**config.mk**
```make
export PLATFORM = sky130hd
export DESIGN_NAME = uncache_wbuf_flat
export DESIGN_NICKNAME = d
export VERILOG_FILES = /design/src/rtl/uncache_wbuf_pkg.sv /design/src/rtl/uncache_wbuf_if.sv /design/src/rtl/uc_fifo.sv /design/src/rtl/uncache_wbuf.sv /design/src/flat_wrapper.sv
export SDC_FILE = /design/constraint.sdc
export NUM_CORES = 1
export LEC_CHECK = 0
export BUFFER_PORTS_ARGS = -buffer_cell sky130_fd_sc_hd__clkbuf_2
export CAP_MARGIN = 20
export CORE_ASPECT_RATIO = 0.7
export CORE_MARGIN = 3
export CORE_UTILIZATION = 30
export CTS_BUF_LIST = sky130_fd_sc_hd__clkbuf_4
export DETAILED_ROUTE_END_ITERATION = 7
export SYNTH_ARGS = -nofsm -noshare
export SYNTH_HDL_FRONTEND = slang
export SYNTH_SLANG_ARGS = --single-unit
```
**constraint.sdc**
```tcl
create_clock -name clk -period 7.4 [get_ports clk]
set_clock_uncertainty 0.15 [all_clocks]
set_input_delay 1.11 -clock clk [delete_from_list [all_inputs] [get_ports clk]]
set_output_delay 1.11 -clock clk [all_outputs]
set_load 0.05 [all_outputs]
```
**src/rtl/uncache_wbuf_pkg.sv**
```systemverilog
// Shared types and entry layout for the uncached store buffer.
package uncache_wbuf_pkg;

  typedef enum logic [1:0] {
    IDLE    = 2'd0,
    ST_BUSY = 2'd1,
    LD_BUSY = 2'd2,
    LD_RESP = 2'd3
  } uc_state_e;

  // One buffered store: {wen, addr, wdata}.
  localparam int UC_ENTRY_W   = 68;
  localparam int UC_WDATA_LSB = 0;
  localparam int UC_ADDR_LSB  = 32;
  localparam int UC_WEN_LSB   = 64;

  function automatic logic [UC_ENTRY_W-1:0] uc_pack(input logic [3:0]  wen,
                                                     input logic [31:0] addr,
                                                     input logic [31:0] wdata);
    return {wen, addr, wdata};
  endfunction

endpackage

```
**src/rtl/uncache_wbuf_if.sv**
```systemverilog
// Uncache bus handshake between the store buffer (master) and the AXI
// bus controller (slave).
interface uncache_wbuf_if;
  logic        data_uncache_en;
  logic        data_uncache_accept;
  logic [3:0]  data_uncache_wen;
  logic [31:0] data_uncache_addr;
  logic [31:0] data_uncache_wdata;
  logic [31:0] data_uncache_rdata;
  logic        data_uncache_fin;

  modport master (
    output data_uncache_en, data_uncache_wen, data_uncache_addr, data_uncache_wdata,
    input  data_uncache_accept, data_uncache_rdata, data_uncache_fin
  );

  modport slave (
    input  data_uncache_en, data_uncache_wen, data_uncache_addr, data_uncache_wdata,
    output data_uncache_accept, data_uncache_rdata, data_uncache_fin
  );
endinterface

```
**src/rtl/uc_fifo.sv**
```systemverilog
// Small synchronous FIFO; pointers wrap naturally (DEPTH is a power of two).
module uc_fifo #(
  parameter int DEPTH = 4,
  parameter int WIDTH = 68
) (
  input  logic                   clk,
  input  logic                   rstn,
  input  logic                   push,
  input  logic [WIDTH-1:0]       push_data,
  input  logic                   pop,
  output logic [WIDTH-1:0]       head,
  output logic [$clog2(DEPTH):0] count,
  output logic                   full,
  output logic                   empty
);
  localparam int PW = $clog2(DEPTH);
  localparam int CW = PW + 1;

  logic [WIDTH-1:0] mem [DEPTH];
  logic [PW-1:0]    wr_ptr;
  logic [PW-1:0]    rd_ptr;
  logic             push_ok;
  logic             pop_ok;

  assign full    = (count == CW'(DEPTH));
  assign empty   = (count == '0);
  assign push_ok = push & ~full;
  assign pop_ok  = pop & ~empty;
  assign head    = mem[rd_ptr];

  // Entry storage written at the tail.
  // NOTE: the data array has no reset; count/pointers alone decide which entries are valid.
  always_ff @(posedge clk) begin
    if (push_ok) mem[wr_ptr] <= push_data;
  end

  // Pointer and occupancy bookkeeping; push and pop on one edge leave count unchanged.
  // NOTE: clocked state uses non-blocking (<=) so every register samples pre-edge values.
  always_ff @(posedge clk or negedge rstn) begin
    if (!rstn) begin
      wr_ptr <= '0;
      rd_ptr <= '0;
      count  <= '0;
    end else begin
      if (push_ok) wr_ptr <= wr_ptr + 1'b1;
      if (pop_ok)  rd_ptr <= rd_ptr + 1'b1;
      count <= count + CW'(push_ok) - CW'(pop_ok);
    end
  end
endmodule

```
**src/rtl/uncache_wbuf.sv**
```systemverilog
// Uncached-access front end: posted store FIFO plus in-order load issue
// over a single-outstanding uncache handshake.
module uncache_wbuf
  import uncache_wbuf_pkg::*;
#(
  parameter int DEPTH = 4
) (
  input  logic               clk,
  input  logic               rstn,
  input  logic               cpu_req,
  input  logic [3:0]         cpu_wen,
  input  logic [31:0]        cpu_addr,
  input  logic [31:0]        cpu_wdata,
  output logic               cpu_ready,
  output logic [31:0]        cpu_rdata,
  output logic               wbuf_empty,
  uncache_wbuf_if.master     bus
);
  localparam int CW = $clog2(DEPTH) + 1;

  uc_state_e             state, state_nxt;
  logic [31:0]           ld_addr;
  logic                  ld_latch;
  logic [CW-1:0]         count;
  logic                  full, empty;
  logic [UC_ENTRY_W-1:0] head;
  logic                  st_req, ld_req, push, pop, fin;
  logic                  unused_accept;

  assign fin           = bus.data_uncache_fin;
  assign unused_accept = bus.data_uncache_accept;
  assign st_req        = cpu_req & (|cpu_wen);
  assign ld_req        = cpu_req & ~(|cpu_wen);
  assign push          = st_req & ~full;
  assign pop           = (state == ST_BUSY) & fin;
  assign cpu_ready     = push | (state == LD_RESP);
  assign wbuf_empty    = empty & (state != ST_BUSY);

  uc_fifo #(.DEPTH(DEPTH), .WIDTH(UC_ENTRY_W)) u_fifo (
    .clk       (clk),
    .rstn      (rstn),
    .push      (push),
    .push_data (uc_pack(cpu_wen, cpu_addr, cpu_wdata)),
    .pop       (pop),
    .head      (head),
    .count     (count),
    .full      (full),
    .empty     (empty)
  );

  // Next-state: stores (buffered or arriving now) always win over a pending load.
  // NOTE: every output of this block gets a default first, so no path infers a latch.
  always_comb begin
    state_nxt = state;
    ld_latch  = 1'b0;
    case (state)
      IDLE: begin
        if (!empty || push) begin
          state_nxt = ST_BUSY;
        end else if (ld_req) begin
          state_nxt = LD_BUSY;
          ld_latch  = 1'b1;
        end
      end
      // Stay busy while an entry remains after this pop, keeping back-to-back drains gapless.
      ST_BUSY: if (fin) state_nxt = (count > CW'(1) || push) ? ST_BUSY : IDLE;
      LD_BUSY: if (fin) state_nxt = LD_RESP;
      LD_RESP: state_nxt = IDLE;
      default: state_nxt = IDLE;
    endcase
  end

  // Bus request mux: head entry when draining, latched load address when loading.
  always_comb begin
    bus.data_uncache_en    = ((state == ST_BUSY) || (state == LD_BUSY)) & ~fin;
    bus.data_uncache_wen   = '0;
    bus.data_uncache_addr  = '0;
    bus.data_uncache_wdata = '0;
    case (state)
      ST_BUSY: begin
        bus.data_uncache_wen   = head[UC_WEN_LSB +: 4];
        bus.data_uncache_addr  = head[UC_ADDR_LSB +: 32];
        bus.data_uncache_wdata = head[UC_WDATA_LSB +: 32];
      end
      LD_BUSY: bus.data_uncache_addr = ld_addr;
      default: ;
    endcase
  end

  // State register.
  always_ff @(posedge clk or negedge rstn) begin
    if (!rstn) state <= IDLE;
    else       state <= state_nxt;
  end

  // Load address capture on issue and read-data capture on completion.
  always_ff @(posedge clk or negedge rstn) begin
    if (!rstn) begin
      ld_addr   <= '0;
      cpu_rdata <= '0;
    end else begin
      if (ld_latch)                     ld_addr   <= cpu_addr;
      if ((state == LD_BUSY) && fin)    cpu_rdata <= bus.data_uncache_rdata;
    end
  end
endmodule
```
**src/flat_wrapper.sv**
```systemverilog
// flat-port wrapper written by rule: the top's interface ports become plain ports
module uncache_wbuf_flat import uncache_wbuf_pkg::*;
#(
  parameter int DEPTH = 4
)
  (clk, rstn, cpu_req, cpu_wen, cpu_addr, cpu_wdata, cpu_ready, cpu_rdata, wbuf_empty, bus_data_uncache_en, bus_data_uncache_wen, bus_data_uncache_addr, bus_data_uncache_wdata, bus_data_uncache_accept, bus_data_uncache_rdata, bus_data_uncache_fin);
  uncache_wbuf_if bus_i ();
  input  logic clk;
  input  logic rstn;
  input  logic cpu_req;
  input  logic [3:0] cpu_wen;
  input  logic [31:0] cpu_addr;
  input  logic [31:0] cpu_wdata;
  output logic cpu_ready;
  output logic [31:0] cpu_rdata;
  output logic wbuf_empty;
  output wire logic [$bits(bus_i.data_uncache_en)-1:0] bus_data_uncache_en;
  output wire logic [$bits(bus_i.data_uncache_wen)-1:0] bus_data_uncache_wen;
  output wire logic [$bits(bus_i.data_uncache_addr)-1:0] bus_data_uncache_addr;
  output wire logic [$bits(bus_i.data_uncache_wdata)-1:0] bus_data_uncache_wdata;
  input wire logic [$bits(bus_i.data_uncache_accept)-1:0] bus_data_uncache_accept;
  input wire logic [$bits(bus_i.data_uncache_rdata)-1:0] bus_data_uncache_rdata;
  input wire logic [$bits(bus_i.data_uncache_fin)-1:0] bus_data_uncache_fin;
  assign bus_data_uncache_en = bus_i.data_uncache_en;
  assign bus_data_uncache_wen = bus_i.data_uncache_wen;
  assign bus_data_uncache_addr = bus_i.data_uncache_addr;
  assign bus_data_uncache_wdata = bus_i.data_uncache_wdata;
  assign bus_i.data_uncache_accept = bus_data_uncache_accept;
  assign bus_i.data_uncache_rdata = bus_data_uncache_rdata;
  assign bus_i.data_uncache_fin = bus_data_uncache_fin;
  uncache_wbuf #(.DEPTH(DEPTH)) u_core (.clk(clk), .rstn(rstn), .cpu_req(cpu_req), .cpu_wen(cpu_wen), .cpu_addr(cpu_addr), .cpu_wdata(cpu_wdata), .cpu_ready(cpu_ready), .cpu_rdata(cpu_rdata), .wbuf_empty(wbuf_empty), .bus(bus_i));
endmodule
```
**Yosys cells after proc, flatten, opt, wreduce, memory -nomap -nowiden**

Memory sizes are Yosys's and may differ from the RTL's.
Index checks and enable logic that the tools add are counted.
W data, S select, Z words.

- Register bits: 73
- Memory bits (writable): 272
- Input port bits: 105
- Output and inout bits: 103
- Logic and storage cells: 56
- Memories: 1

- $add $sub $neg: 4
- Magnitude comparators: 1
- Equality and inequality tests: 8
- Muxes and demuxes: 14
- Bitwise operators: 13
- Reduce and logical (&&, ||, !) cells: 9

Memory list:

| memory | words | width | read ports | clocked after memory_dff | write ports | line | source |
|---|---|---|---|---|---|---|---|
| u_core.u_fifo.mem | 4 | 68 | 1 | 0 | 1 | uc_fifo.sv:19 | `logic [WIDTH-1:0] mem [DEPTH];` |

Operators by type and width:

| kind | count |
|---|---|
| $pmux W32 S2 | 1 |
| $mux W32 | 1 |
| $and A1 B1 Y1 | 8 |
| $mux W2 | 4 |
| $pmux W2 S4 | 1 |
| $mux W1 | 6 |
| $add A2 B1 Y2 const B | 2 |
| $eq A2 B2 Y1 const B | 2 |
| $mux W4 | 1 |
| $ne A2 B2 Y1 const B | 2 |
| $not A1 Y1 | 4 |
| $reduce_or A4 Y1 | 1 |
| $add A3 B1 Y3 | 1 |
| $eq A3 B3 Y1 const B | 1 |
| $gt A3 B1 Y1 const B | 1 |
| $logic_not A3 Y1 | 1 |
| $logic_or A1 B1 Y1 | 3 |
| $ne A3 B1 Y1 const B | 1 |
| $reduce_and A3 Y1 | 1 |
| $sub A3 B1 Y3 | 1 |
| $eq A2 B1 Y1 const B | 1 |
| $logic_not A2 Y1 | 1 |
| $ne A2 B1 Y1 const B | 1 |
| $logic_and A1 B1 Y1 | 1 |
| 2 further kinds | 2 |

**Longest topological paths before layout**

- Word-level depth: 7
- Depth in mapped cells: 10
- Depth with buffers taken out: 9

**Hierarchy**

From an unflattened synthesis, not the netlist that was laid out.

- Cell total of the unflattened synthesis: 676
- Area total of the unflattened synthesis: 13,854.5 um^2

Modules (own cells, without submodules):

| module | times used | cells an instance | area an instance (um^2) | sequential area each (um^2) |
|---|---|---|---|---|
| uc_fifo | 1 | 397 | 10,356.2 | 8,343.0 |
| uncache_wbuf | 1 | 279 | 3,498.4 | 1,651.6 |

**Worst setup path after synthesis**

Ideal clock, no wire load.

- Kind: input port to flip-flop
- From: input port cpu_wen[3]
- To: memory u_core.u_fifo.mem[0][0], enable pin
- Setup time: 0.433 ns
- Arrival: 3.119 ns
- Data required time: 6.817 ns
- Path slack: 3.698 ns
- Cell stages on the path: 3
- Buffers on the path: 0
- Path through: o41ai_2 -> a21oi_2 -> and2_1

- Word-level cells in the longest chain between the ends: 6

Ends and longest elaborated chain:

| item | line | source |
|---|---|---|
| from (decl) | flat_wrapper.sv:11 | `input logic [3:0] cpu_wen;` |
| $reduce_or A4 Y1 | uncache_wbuf.sv:32 | `assign st_req = cpu_req & (\|cpu_wen);` |
| $and A1 B1 Y1 | uncache_wbuf.sv:32 |  |
| $and A1 B1 Y1 | uncache_wbuf.sv:34 | `assign push = st_req & ~full;` |
| $and A1 B1 Y1 | uc_fifo.sv:27 | `assign push_ok = push & ~full;` |
| $mux W1 | uc_fifo.sv:34 | `if (push_ok) mem[wr_ptr] <= push_data;` |
| $mux W1 (not written as such) | uc_fifo.sv:34 |  |
| to (decl) | uc_fifo.sv:19 |  |

Every way passes these cells.

**Worst setup path after layout**

- From: register u_core.u_fifo.rd_ptr[0]
- To: output port bus_data_uncache_addr[18]

- Word-level cells in the longest chain between the ends: 2

Ends and longest elaborated chain:

| item | line | source |
|---|---|---|
| from (decl) | uc_fifo.sv:21 | `logic [PW-1:0] rd_ptr;` |
| from (signal assigned) | uc_fifo.sv:46 | `if (pop_ok) rd_ptr <= rd_ptr + 1'b1;` |
| $mem_v2 Z4 W68 | - |  |
| $pmux W32 S2 | uncache_wbuf.sv:79 | `case (state)` |
| to (decl) | flat_wrapper.sv:19 | `output wire logic [$bits(bus_i.data_uncache_addr)-1:0] bus_data_uncache_addr;` |

Every way passes these cells.

==> impl_metrics.env <==
export IMPL_via_count=7278
export IMPL_powerDensity_nw_per_um2=446
export IMPL_power_frac_comb_pct=39.0
export IMPL_worstSetupPathType="reg2out"
export IMPL_setup_viol=0
export IMPL_vdd_drop_max_uv=188
export IMPL_grt_usage_pct=13.0
export IMPL_rsz0062_at_grt="false"
export IMPL_worst_path_max_delay_cell="dfrtp_4"
export IMPL_syn_num_nets=789
export IMPL_place_hpwl_um=18100
export IMPL_setup_tns_ns=0
export IMPL_fin_crit_ns=4.83
export IMPL_crit_buf_inv=2
export IMPL_h_tree_depth=3
export IMPL_p_clk_share_pct=23.7
export IMPL_synth_seq_cells=345
export IMPL_cp_data_arrival_time_ns=3.57
export IMPL_clkLatencyLatePin_ns=0.77
export IMPL_routed_wl_um=31100
export IMPL_fin_crit_sh_pct=65.3
export IMPL_final_antenna_net_count=0
export IMPL_die_y_um=185
export IMPL_fin_ws_ns=2.57
export IMPL_p_switching_w=0.00294
export IMPL_critPathMaxFanout=40
export IMPL_netlist_instances=671
export IMPL_die_area_um2=48600
export IMPL_syn_avg_cell_area_um2=20.5
export IMPL_first_pass_iters=4
export IMPL_clk_pin_slew_ns=0.07
export IMPL_internal_power_w=0.00450
export IMPL_hold_class="reg2reg"
export IMPL_power_leakage_nw=6.46
export IMPL_power_frac_seq_pct=37.4
export IMPL_switching_share_pct=39.5
export IMPL_grt_overflow_total=0
export IMPL_final_nets=1059
export IMPL_synth_area_um2=13800
export IMPL_layout_drive_gt1_share_pct=48.6
export IMPL_max_freq_ghz=0.207
export IMPL_clkSinkCount=345
export IMPL_drtIter0Drc=309
export IMPL_place_ws_ns=3.25
export IMPL_grt_pass1_wl_um=46600
export IMPL_core_um2=45200
export IMPL_grt_pass1_vias=7618
export IMPL_slew_violations=0
export IMPL_grt_max_degree=61
export IMPL_io_buffers=206
export IMPL_cp_required_ns=6.14
export IMPL_synth_cell_type_count=36
export IMPL_gp_congestion=0.682
export IMPL_cts_buffer_depth=3
export IMPL_yosysWarnings=0
export IMPL_crit_family="flip-flops"
export IMPL_antenna_found_initial=3
export IMPL_relSlewSlack_pct=42.8
export IMPL_startpoint_type="flip-flop"
export IMPL_end_kind="primary output"
export IMPL_cpPeakStageDelay_ns=0.99
export IMPL_route_detailed_drc=0
export IMPL_numCtsBuffers=86
export IMPL_cp_cell_sequence="buf_4 -> mux4_2 -> a22oi_1 -> nor2b_1 -> clkbuf_2"
export IMPL_worst_pin_slew_ns=0.858
export IMPL_maxCapViolations=0
export IMPL_cts_tree="built"
export IMPL_avgRoutedWirePerCell_um=19.2
export IMPL_status="complete, no violations"
export IMPL_viasPerCell=4.50
export IMPL_rows=65
export IMPL_die_width_um=262
export IMPL_start_util_pct=30.5
export IMPL_io_pin_count=208
export IMPL_yosysSeqAreaShare_pct=72.5
export IMPL_finalHoldViolCount=0
export IMPL_cts_root_buf="clkbuf_4"
export IMPL_syn_to_final_growth_pct=21.2
## Yosys cell counts (all sizes together)
cell type  count  area share (%)
o21ai          2           0.073
nand4          1           0.091
o22a           1           0.064
dfrtp         73              13
o21bai         1           0.055
a22oi         32             1.7
nand2          4            0.11
o41ai          1            0.12
nor2b         36             1.6
nor2           2           0.055
inv           10            0.27
o21a           1           0.055
xor2           2            0.13
mux4          68              12
nor4           1           0.091
and3           1           0.045
a21oi          2            0.10
and2          40             1.8
xnor2          2            0.13
ha            12             1.1
clkbuf        16            0.44
mux2          64             5.8
or3            1           0.045
buf           21             1.6
o22ai          1           0.045
edfxtp       272              59
or2            1           0.045
fa             1            0.15
nor3           1           0.036
a2111oi        1            0.11
## per-stage QoR
step	util [%]	power (W)	hold WS (ns)	std cells	cell area [um2]
after floorplan	-	0.00504	0.330	671	13800
after global placement	34.1	0.00574	0.337	1454	15400
after detailed placement	34.1	0.00579	0.342	1454	15400
after CTS	36.8	0.00760	0.265	1612	16700
after global routing	36.9	0.00788	0.256	1619	16700
final	36.9	0.00744	0.353	1619	16700
## layer usage
metal	track usage [%]	wire length (um)	part of all wire [%]
met1	17.0	14000	45
met2	20.4	15000	48
met3	4.22	1550	5.0
met4	4.14	501	1.6
met5	0	0	0
## sequential cells by signal, summed over array words and instances (netlist names)
name,flops
u_core.cpu_rdata,32
u_core.ld_addr,32
u_core.state,2
u_core.u_fifo.count,3
u_core.u_fifo.mem,272
u_core.u_fifo.rd_ptr,2
u_core.u_fifo.wr_ptr,2
## power by group through the flow
stage | combinational (W) | sequential, W | clock, W
2_1_floorplan | 0.00202 | 0.00302 | 0
3_3_place_gp | 0.00293 | 0.00281 | 0
3_5_place_dp | 0.00296 | 0.00283 | 0
4_1_cts | 0.00297 | 0.00279 | 0.00184
5_1_grt | 0.00309 | 0.00283 | 0.00195
6_report | 0.00290 | 0.00278 | 0.00176
## placed cells by master (no fill, tap or decap), types with 12 or more instances in the layout
master,synthesis,layout
clkinv_1,0,13
buf_4,0,12
mux2_4,20,20
edfxtp_1,272,272
mux4_2,51,51
and2_1,40,36
a22oi_1,32,32
clkbuf_4,0,136
dfrtp_1,73,71
nor2b_1,36,36
mux4_1,17,17
mux2_2,44,44
clkbuf_2,0,205
## repair_timing
action / in CTS / in global routing
setup buffers: 0 / 0
hold endpoints to repair: 13 / 0
gates resized for setup: 0 / 0
setup endpoints to repair: 0 / 0
hold buffers: 1 / 0
## logic make-up (layout without fill, tap and decap cells)
kind of cell	after synthesis	after routing	synth area share, %
muxes	132	132	17.4
buffers and inverters	47	386	2.28
xor gates and xnor gates	4	4	0.254
adders and majority gates	13	13	1.24
DFF	345	345	72.5
other	0	6	0
and+or+nand+nor	88	88	3.97
AOI/OAI and AO/OA	42	42	2.36
## area by class of cell
cell class	count	area (um2)
Inverter	10	37.5
Clock buffer	136	1020
Timing Repair Buffer	219	1150
Fill cell	4290	28500
Multi-Input combinational cell	279	3500
Clock inverter	21	215
Sequential cell	345	10000
Tap cell	603	754
Antenna cell	6	15.0
## path summary, 6_finish.rpt
| check | start | end | slack [ns] | cells past startpoint |
|---|---|---|---|---|
| max in group asynchronous | rstn | u_core.u_fifo.rd_ptr[1] | 5.30 | 3 |
| min reg2reg | u_core.cpu_rdata[8] | u_core.cpu_rdata[8] | 0.35 | 1 |
| min in group asynchronous | rstn | u_core.ld_addr[25] | 0.57 | 2 |
| max | u_core.u_fifo.rd_ptr[0] | bus_data_uncache_addr[18] | 2.57 | 5 |
| max reg2reg | u_core.state[1] | u_core.u_fifo.count[2] | 4.16 | 10 |
| min | u_core.cpu_rdata[8] | u_core.cpu_rdata[8] | 0.35 | 1 |
No activity file was read; power rests on OpenSTA's default activity.
